**config.mk**
```make
export PLATFORM = sky130hd
export DESIGN_NAME = adder_share_arbiter
export DESIGN_NICKNAME = d
export VERILOG_FILES = /design/src/rtl/adder_share_arbiter_pkg.sv /design/src/rtl/adder_share_arbiter_rr_arbiter.sv /design/src/rtl/adder_share_arbiter.sv
export SDC_FILE = /design/constraint.sdc
export NUM_CORES = 1
export LEC_CHECK = 0
export BUFFER_PORTS_ARGS = -buffer_cell sky130_fd_sc_hd__buf_4
export CAP_MARGIN = 25
export CORE_AREA = 8 8 229 231
export DETAILED_ROUTE_END_ITERATION = 8
export DIE_AREA = 0 0 237 239
export PLACE_DENSITY = 0.49
export SLEW_MARGIN = 15
export SYNTH_ARGS = -nofsm -noshare
export SYNTH_HDL_FRONTEND = slang
export SYNTH_HIERARCHICAL = 1
export SYNTH_SLANG_ARGS = --single-unit
```
**constraint.sdc**
```tcl
create_clock -name clk -period 8.7 [get_ports clk]
set_input_delay 2.175 -clock clk [delete_from_list [all_inputs] [get_ports clk]]
set_output_delay 2.175 -clock clk [all_outputs]
set_load 0.05 [all_outputs]
```
**src/rtl/adder_share_arbiter_pkg.sv**
```systemverilog
`default_nettype none
// ============================================================================
//  Module      : adder_arb_pkg
//  Description : Shared definitions for the shared-adder arbiter: default
//                sizing, the tag-width helper and the operand/sum/id types.
//  Revision    : 1.0 - initial release
// ============================================================================
package adder_arb_pkg;

  localparam int ADDER_WIDTH_DEFAULT = 65;
  localparam int NUM_REQ_DEFAULT     = 4;

  // Tag width for n requesters; never narrower than one bit.
  function automatic int id_width(input int n);
    return (n <= 2) ? 1 : $clog2(n);
  endfunction

  localparam int ID_W_DEFAULT = id_width(NUM_REQ_DEFAULT);

  typedef logic [ADDER_WIDTH_DEFAULT-1:0] operand_t;
  typedef logic [ADDER_WIDTH_DEFAULT:0]   sum_t;
  typedef logic [ID_W_DEFAULT-1:0]        id_t;

endpackage
`default_nettype wire

```
**src/rtl/adder_share_arbiter_rr_arbiter.sv**
```systemverilog
`default_nettype none
// ============================================================================
//  Module      : rr_arbiter
//  Description : Round-robin arbiter. The search starts at rr_ptr and wraps
//                upward; the pointer moves past the winner whenever a grant
//                is taken (advance high with any request present).
//  Ports       : clk, rst       - clock, async active-high reset
//                req            - request vector
//                advance        - downstream can take the granted request
//                grant          - one-hot grant (zero when no request)
//                grant_idx      - binary index of the granted requester
//  Revision    : 1.0 - initial release
// ============================================================================
module rr_arbiter
  import adder_arb_pkg::*;
#(
  parameter  int NUM_REQ = NUM_REQ_DEFAULT,
  localparam int ID_W    = id_width(NUM_REQ)
) (
  input  logic               clk,
  input  logic               rst,
  input  logic [NUM_REQ-1:0] req,
  input  logic               advance,
  output logic [NUM_REQ-1:0] grant,
  output logic [ID_W-1:0]    grant_idx
);

  logic [ID_W-1:0]    rr_ptr_q, rr_ptr_d;
  logic [NUM_REQ-1:0] mask;
  logic [NUM_REQ-1:0] req_hi;
  logic [NUM_REQ-1:0] pick;
  logic               found;

  // Requests at or above the pointer win first; if none, the lowest request
  // below the pointer wins (the wrap-around half of the search).
  always_comb begin
    mask = '0;
    for (int i = 0; i < NUM_REQ; i++) begin
      mask[i] = (i >= int'(rr_ptr_q));
    end
    req_hi = req & mask;
    pick   = (|req_hi) ? req_hi : req;

    grant     = '0;
    grant_idx = '0;
    found     = 1'b0;
    for (int i = 0; i < NUM_REQ; i++) begin
      if (!found && pick[i]) begin
        grant[i]  = 1'b1;
        grant_idx = ID_W'(i);
        found     = 1'b1;
      end
    end
  end

  always_comb begin
    rr_ptr_d = rr_ptr_q;
    if (advance && found) begin
      rr_ptr_d = (grant_idx == ID_W'(NUM_REQ - 1)) ? '0 : grant_idx + 1'b1;
    end
  end

  always_ff @(posedge clk or posedge rst) begin
    if (rst) begin
      rr_ptr_q <= '0;
    end else begin
      rr_ptr_q <= rr_ptr_d;
    end
  end

endmodule
`default_nettype wire

```
**src/rtl/adder_share_arbiter.sv**
```systemverilog
`default_nettype none
// ============================================================================
//  Module      : adder_share_arbiter
//  Description : Shares one two-stage registered adder among NUM_REQ
//                valid/ready requesters. S1 registers the granted operands,
//                S2 registers the sum; results return tagged with the index
//                of the requester. One add per cycle without backpressure.
//  Ports       : clk, rst          - clock, async active-high reset
//                req_valid/ready   - per-requester handshake (ready one-hot)
//                req_a, req_b      - packed operands, slice i per requester
//                rsp_valid/ready   - result handshake
//                rsp_id, rsp_sum   - requester tag, ADDER_WIDTH+1 bit sum
//                grant_cnt         - per-requester accept counters (stats)
//                stall_cnt         - output stall cycle counter (stats)
//  Options     : ADDER_ARB_STATS_EN adds grant_cnt/stall_cnt saturating
//                16-bit counters.
//  Revision    : 1.0 - initial release
// ============================================================================
module adder_share_arbiter
  import adder_arb_pkg::*;
#(
  parameter  int ADDER_WIDTH = ADDER_WIDTH_DEFAULT,
  parameter  int NUM_REQ     = NUM_REQ_DEFAULT,
  localparam int ID_W        = id_width(NUM_REQ)
) (
  input  logic                           clk,
  input  logic                           rst,
  input  logic [NUM_REQ-1:0]             req_valid,
  output logic [NUM_REQ-1:0]             req_ready,
  input  logic [NUM_REQ*ADDER_WIDTH-1:0] req_a,
  input  logic [NUM_REQ*ADDER_WIDTH-1:0] req_b,
  output logic                           rsp_valid,
  input  logic                           rsp_ready,
  output logic [ID_W-1:0]                rsp_id,
  output logic [ADDER_WIDTH:0]           rsp_sum
`ifdef ADDER_ARB_STATS_EN
  ,
  output logic [NUM_REQ*16-1:0]          grant_cnt,
  output logic [15:0]                    stall_cnt
`endif
);

  // Stage 1: registered operands
  logic                   v1_q,  v1_d;
  logic [ADDER_WIDTH-1:0] a_q,   a_d;
  logic [ADDER_WIDTH-1:0] b_q,   b_d;
  logic [ID_W-1:0]        id1_q, id1_d;

  // Stage 2: registered result
  logic                   rsp_valid_q, rsp_valid_d;
  logic [ADDER_WIDTH:0]   rsp_sum_q,   rsp_sum_d;
  logic [ID_W-1:0]        rsp_id_q,    rsp_id_d;

  logic                   en1, en2;
  logic [NUM_REQ-1:0]     grant;
  logic [ID_W-1:0]        grant_idx;
  logic [ADDER_WIDTH-1:0] a_sel, b_sel;

  // A stage may load when it is empty or when its contents leave this cycle.
  assign en2 = !rsp_valid_q || rsp_ready;
  assign en1 = !v1_q || en2;

  rr_arbiter #(
    .NUM_REQ   (NUM_REQ)
  ) u_arb (
    .clk       (clk),
    .rst       (rst),
    .req       (req_valid),
    .advance   (en1),
    .grant     (grant),
    .grant_idx (grant_idx)
  );

  assign req_ready = rst ? '0 : (grant & {NUM_REQ{en1}});

  // Grant is one-hot, so an AND-OR mux selects the winning operands.
  always_comb begin
    a_sel = '0;
    b_sel = '0;
    for (int i = 0; i < NUM_REQ; i++) begin
      if (grant[i]) begin
        a_sel = a_sel | req_a[i*ADDER_WIDTH +: ADDER_WIDTH];
        b_sel = b_sel | req_b[i*ADDER_WIDTH +: ADDER_WIDTH];
      end
    end
  end

  always_comb begin
    v1_d  = v1_q;
    a_d   = a_q;
    b_d   = b_q;
    id1_d = id1_q;
    if (en1) begin
      v1_d  = |grant;
      a_d   = a_sel;
      b_d   = b_sel;
      id1_d = grant_idx;
    end
  end

  // The adder sits alone between the S1 and S2 registers; operands are
  // zero-extended so the MSB of the sum is the carry-out.
  always_comb begin
    rsp_valid_d = rsp_valid_q;
    rsp_sum_d   = rsp_sum_q;
    rsp_id_d    = rsp_id_q;
    if (en2) begin
      rsp_valid_d = v1_q;
      rsp_sum_d   = {1'b0, a_q} + {1'b0, b_q};
      rsp_id_d    = id1_q;
    end
  end

  always_ff @(posedge clk or posedge rst) begin
    if (rst) begin
      v1_q        <= 1'b0;
      a_q         <= '0;
      b_q         <= '0;
      id1_q       <= '0;
      rsp_valid_q <= 1'b0;
      rsp_sum_q   <= '0;
      rsp_id_q    <= '0;
    end else begin
      v1_q        <= v1_d;
      a_q         <= a_d;
      b_q         <= b_d;
      id1_q       <= id1_d;
      rsp_valid_q <= rsp_valid_d;
      rsp_sum_q   <= rsp_sum_d;
      rsp_id_q    <= rsp_id_d;
    end
  end

  assign rsp_valid = rsp_valid_q;
  assign rsp_sum   = rsp_sum_q;
  assign rsp_id    = rsp_id_q;

`ifdef ADDER_ARB_STATS_EN
  logic [NUM_REQ*16-1:0] grant_cnt_q, grant_cnt_d;
  logic [15:0]           stall_cnt_q, stall_cnt_d;

  always_comb begin
    grant_cnt_d = grant_cnt_q;
    for (int i = 0; i < NUM_REQ; i++) begin
      if (req_valid[i] && req_ready[i] && (grant_cnt_q[i*16 +: 16] != 16'hFFFF)) begin
        grant_cnt_d[i*16 +: 16] = grant_cnt_q[i*16 +: 16] + 16'd1;
      end
    end
    stall_cnt_d = stall_cnt_q;
    if (rsp_valid_q && !rsp_ready && (stall_cnt_q != 16'hFFFF)) begin
      stall_cnt_d = stall_cnt_q + 16'd1;
    end
  end

  always_ff @(posedge clk or posedge rst) begin
    if (rst) begin
      grant_cnt_q <= '0;
      stall_cnt_q <= '0;
    end else begin
      grant_cnt_q <= grant_cnt_d;
      stall_cnt_q <= stall_cnt_d;
    end
  end

  assign grant_cnt = grant_cnt_q;
  assign stall_cnt = stall_cnt_q;
`endif

endmodule
`default_nettype wire

```
==> summary.txt <==
Fill cell count: 5026
Gr usage total: 20.1%
Post-Syn Area: 0.0136 mm²
Crit share post-route: 69.5%
CP Capture Type: primary output
Power Density: 442 mW/mm²
Kind of critical path: input pin to primary output
Clk sinks: 204
Cells after synthesis: 1575
Post-CTS setup buffer count: 0
# setup viols final: 0
Post-CTS Resized: 0
Final count of hold timing violations: 0
Crit path cell chain: buf_4 > or2_4 > a21oi_1 > o21a_4 > and2_1 > buf_4
First-pass GRT wire length: 91.3 mm
Pleak: 8.77 nW
Final min period: 6.05 ns
Vias in the first global route: 15239
Antenna-violating nets left: 0
IO Pins: 600
Worst Path Required: 6.53 ns
Worst min path class: flip-flop to flip-flop
Synth Flop Type: dfrtp_1
Global route total overflow: 0
Max Buffers Root-to-Sink: 3
Rows: 81
Die Y: 239 µm
Final Instance Area: 0.0194 mm²
DP Wirelength: 47.1 mm
H-tree Lvls: 1
Yosys top cell area share: 37.7%
Syn_nets: 2169
CP bufs+invs: 2
CP Data Arrival Time: 3.87 ns
Clock slew at reported path FFs: 0.06 ns
Crit-path max cell delay: 0.67 ns
Largest net degree at the start of global routing: 137
CTS Hold Buffers Added: 0
Synth unique cells: 70
Max-cap violations: 0
Number of synthesized flops with an enable pin: 0
Routed vias: 14311
Max-slew headroom: 38.7%
Max VDD drop: 166 µV
Max Slew Vio Count: 0
Syn avg cell area: 8.61 µm²
Cell repeated most along the worst path: buf_4
Placed inst area: 0.0185 mm²
Final design utilization: 39.9%
Yosys warning count: 6
Fmax: 165 MHz
Core footprint: 0.0485 mm²
DR WL/cell: 22.0 µm
Residual DRC: 0
CP startpoint kind: input pin
Fin Clk Skew: 0.0174 ns
RSZ-0062 raised after global routing: no
CTS tree: yes
Status: finished, final reports clean
Die Width: 237 µm
Setup_tns: 0 ns
Async set or reset register ratio after synthesis: 100%
Routed vias/inst: 5.26
CP top delay family: compound AO/OA/AOI/OAI gates
Yosys reg bits: 204
Share of cells above drive strength 1: 32.8%
Final GP Congestion: 0.879
PortBufs: 599
Initial Util: 27.9%
Die area: 0.0566 mm²
Crit-path slowest cell: o21a_4
Total wire length: 59.8 mm
Worst slew pin tran: 0.920 ns
Seq/Total Area, Yosys: 37.7%
Iter 0 DRT Violations: 657
Area contributors post-synth: dfrtp_1 38%, a22oi_1 14%, a31oi_1 6.2%, ha_1 6.1%, nor2_1 6.0%
Diodes inserted: 0
Dominant cell type by area after synthesis: dfrtp_1
Final net count: 2676
First drt pass iteration count: 4
Skew-Pair Late Insertion Delay: 0.54 ns
Initial antenna violation count: 0
Layout area overhead: 42.9%
TritonCTS buffer count: 26
CP Max Fanout: 62
Clk root buf: clkbuf_16
-- synth_stat cells, types with 7 or more instances --
| master | number |
|---|---|
| inv_1 | 24 |
| buf_1 | 10 |
| clkbuf_1 | 118 |
| nor3_1 | 9 |
| nand3_1 | 15 |
| a21oi_1 | 132 |
| nand2_1 | 79 |
| nand2b_1 | 8 |
| nor2_1 | 217 |
| a31oi_1 | 135 |
| nand4_1 | 19 |
| xnor2_1 | 36 |
| nor2b_1 | 9 |
| dfrtp_1 | 204 |
| ha_1 | 66 |
| a21o_1 | 44 |
| xor2_1 | 20 |
| o21bai_1 | 15 |
| a22oi_1 | 260 |
| o21ai_0 | 50 |
| and2_1 | 7 |
-- metal layers --
layer / global-route usage (%) / vias up / routed length, µm
met5: 0 / - / 0
met4: 3.84 / 0 / 918
met3: 4.23 / 43 / 3710
met2: 36.0 / 480 / 29800
met1: 24.8 / 6827 / 25400
li1: - / 6961 / -
-- path summary, 6_finish.rpt --
path                                        from                             to  slack, ns  depth (start not counted)
min                        rsp_id[0]$_DFFE_PP0P_          rsp_id[0]$_DFFE_PP0P_       0.48                          2
max in group asynchronous                    rst            a_q[25]$_DFFE_PP0N_       5.84                          3
max reg2reg                   a_q[1]$_DFFE_PP0N_        rsp_sum[49]$_DFFE_PP0P_       5.18                         12
min reg2reg                rsp_id[0]$_DFFE_PP0P_          rsp_id[0]$_DFFE_PP0P_       0.48                          2
min in group asynchronous                    rst  u_arb/rr_ptr_q[1]$_DFFE_PP0P_       1.54                          2
max                                 req_valid[1]                   req_ready[2]       2.65                          6
-- registers in the layout (all words and copies together) (netlist names) --
name,cells
a_q,65
b_q,65
id1_q,2
rsp_id,2
rsp_sum,66
rsp_valid,1
u_arb/rr_ptr_q,2
v1_q,1
-- report_power, final --
part	internal (W)	switching, W
combinational	0.00216	0.00352
clock	0.000605	0.000428
sequential	0.00147	0.000382
total	0.00424	0.00433
-- through the flow --
step,hold WS (ns),total power (W),cells,setup slack (ns)
2_1_floorplan,0.442,0.00583,1575,1.01
3_3_place_gp,0.453,0.00751,2672,2.64
3_5_place_dp,0.468,0.00756,2673,2.64
4_1_cts,0.485,0.00866,2720,2.64
5_1_grt,0.513,0.00931,2723,2.55
6_report,0.480,0.00857,2723,2.65
-- area by class of cell --
class / count / area, µm² / area share (%)
flip-flops and latches: 204 / 5100 / 26.4
multi-input cells: 1214 / 7900 / 40.8
clock inverters: 12 / 100 / 0.517
repair buffers: 612 / 4670 / 24.1
well taps: 622 / 778 / 4.02
clock buffers: 35 / 714 / 3.69
inverters: 24 / 97.6 / 0.504
-- layout by cell type, fill, tap and decap left out, drive strengths merged, types with 24 or more instances in the layout --
| cell type | n |
|---|---|
| xnor2 | 36 |
| a21oi | 133 |
| dfrtp | 204 |
| buf | 612 |
| a21o | 45 |
| clkbuf | 35 |
| nand2 | 79 |
| a31oi | 136 |
| a22oi | 260 |
| inv | 24 |
| nor2 | 217 |
| ha | 66 |
| o21ai | 60 |
-- cells by family (layout without fill, tap and decap cells) --
| family | count (synthesis) | after routing | share of synthesized area, % |
|---|---|---|---|
| adders and majority gates | 67 | 67 | 6.24 |
| muxes | 7 | 7 | 0.545 |
| buffers and inverters | 157 | 683 | 4.39 |
| AOI/OAI and AO/OA | 698 | 698 | 35.3 |
| xor gates and xnor gates | 56 | 56 | 3.62 |
| DFF | 204 | 204 | 37.7 |
| and+or+nand+nor | 386 | 386 | 12.3 |
-- worst reg2reg max path: cells and delay by family, from the launching register on --
kind | cells | cell delay [ns]
AO/OA/AOI/OAI | 10 | 2.51
XOR/XNOR | 1 | 0.17
adder cells (fa/ha/maj) | 1 | 0.29
flip-flops | 1 | 0.40
(Power assumes the default switching activity.)
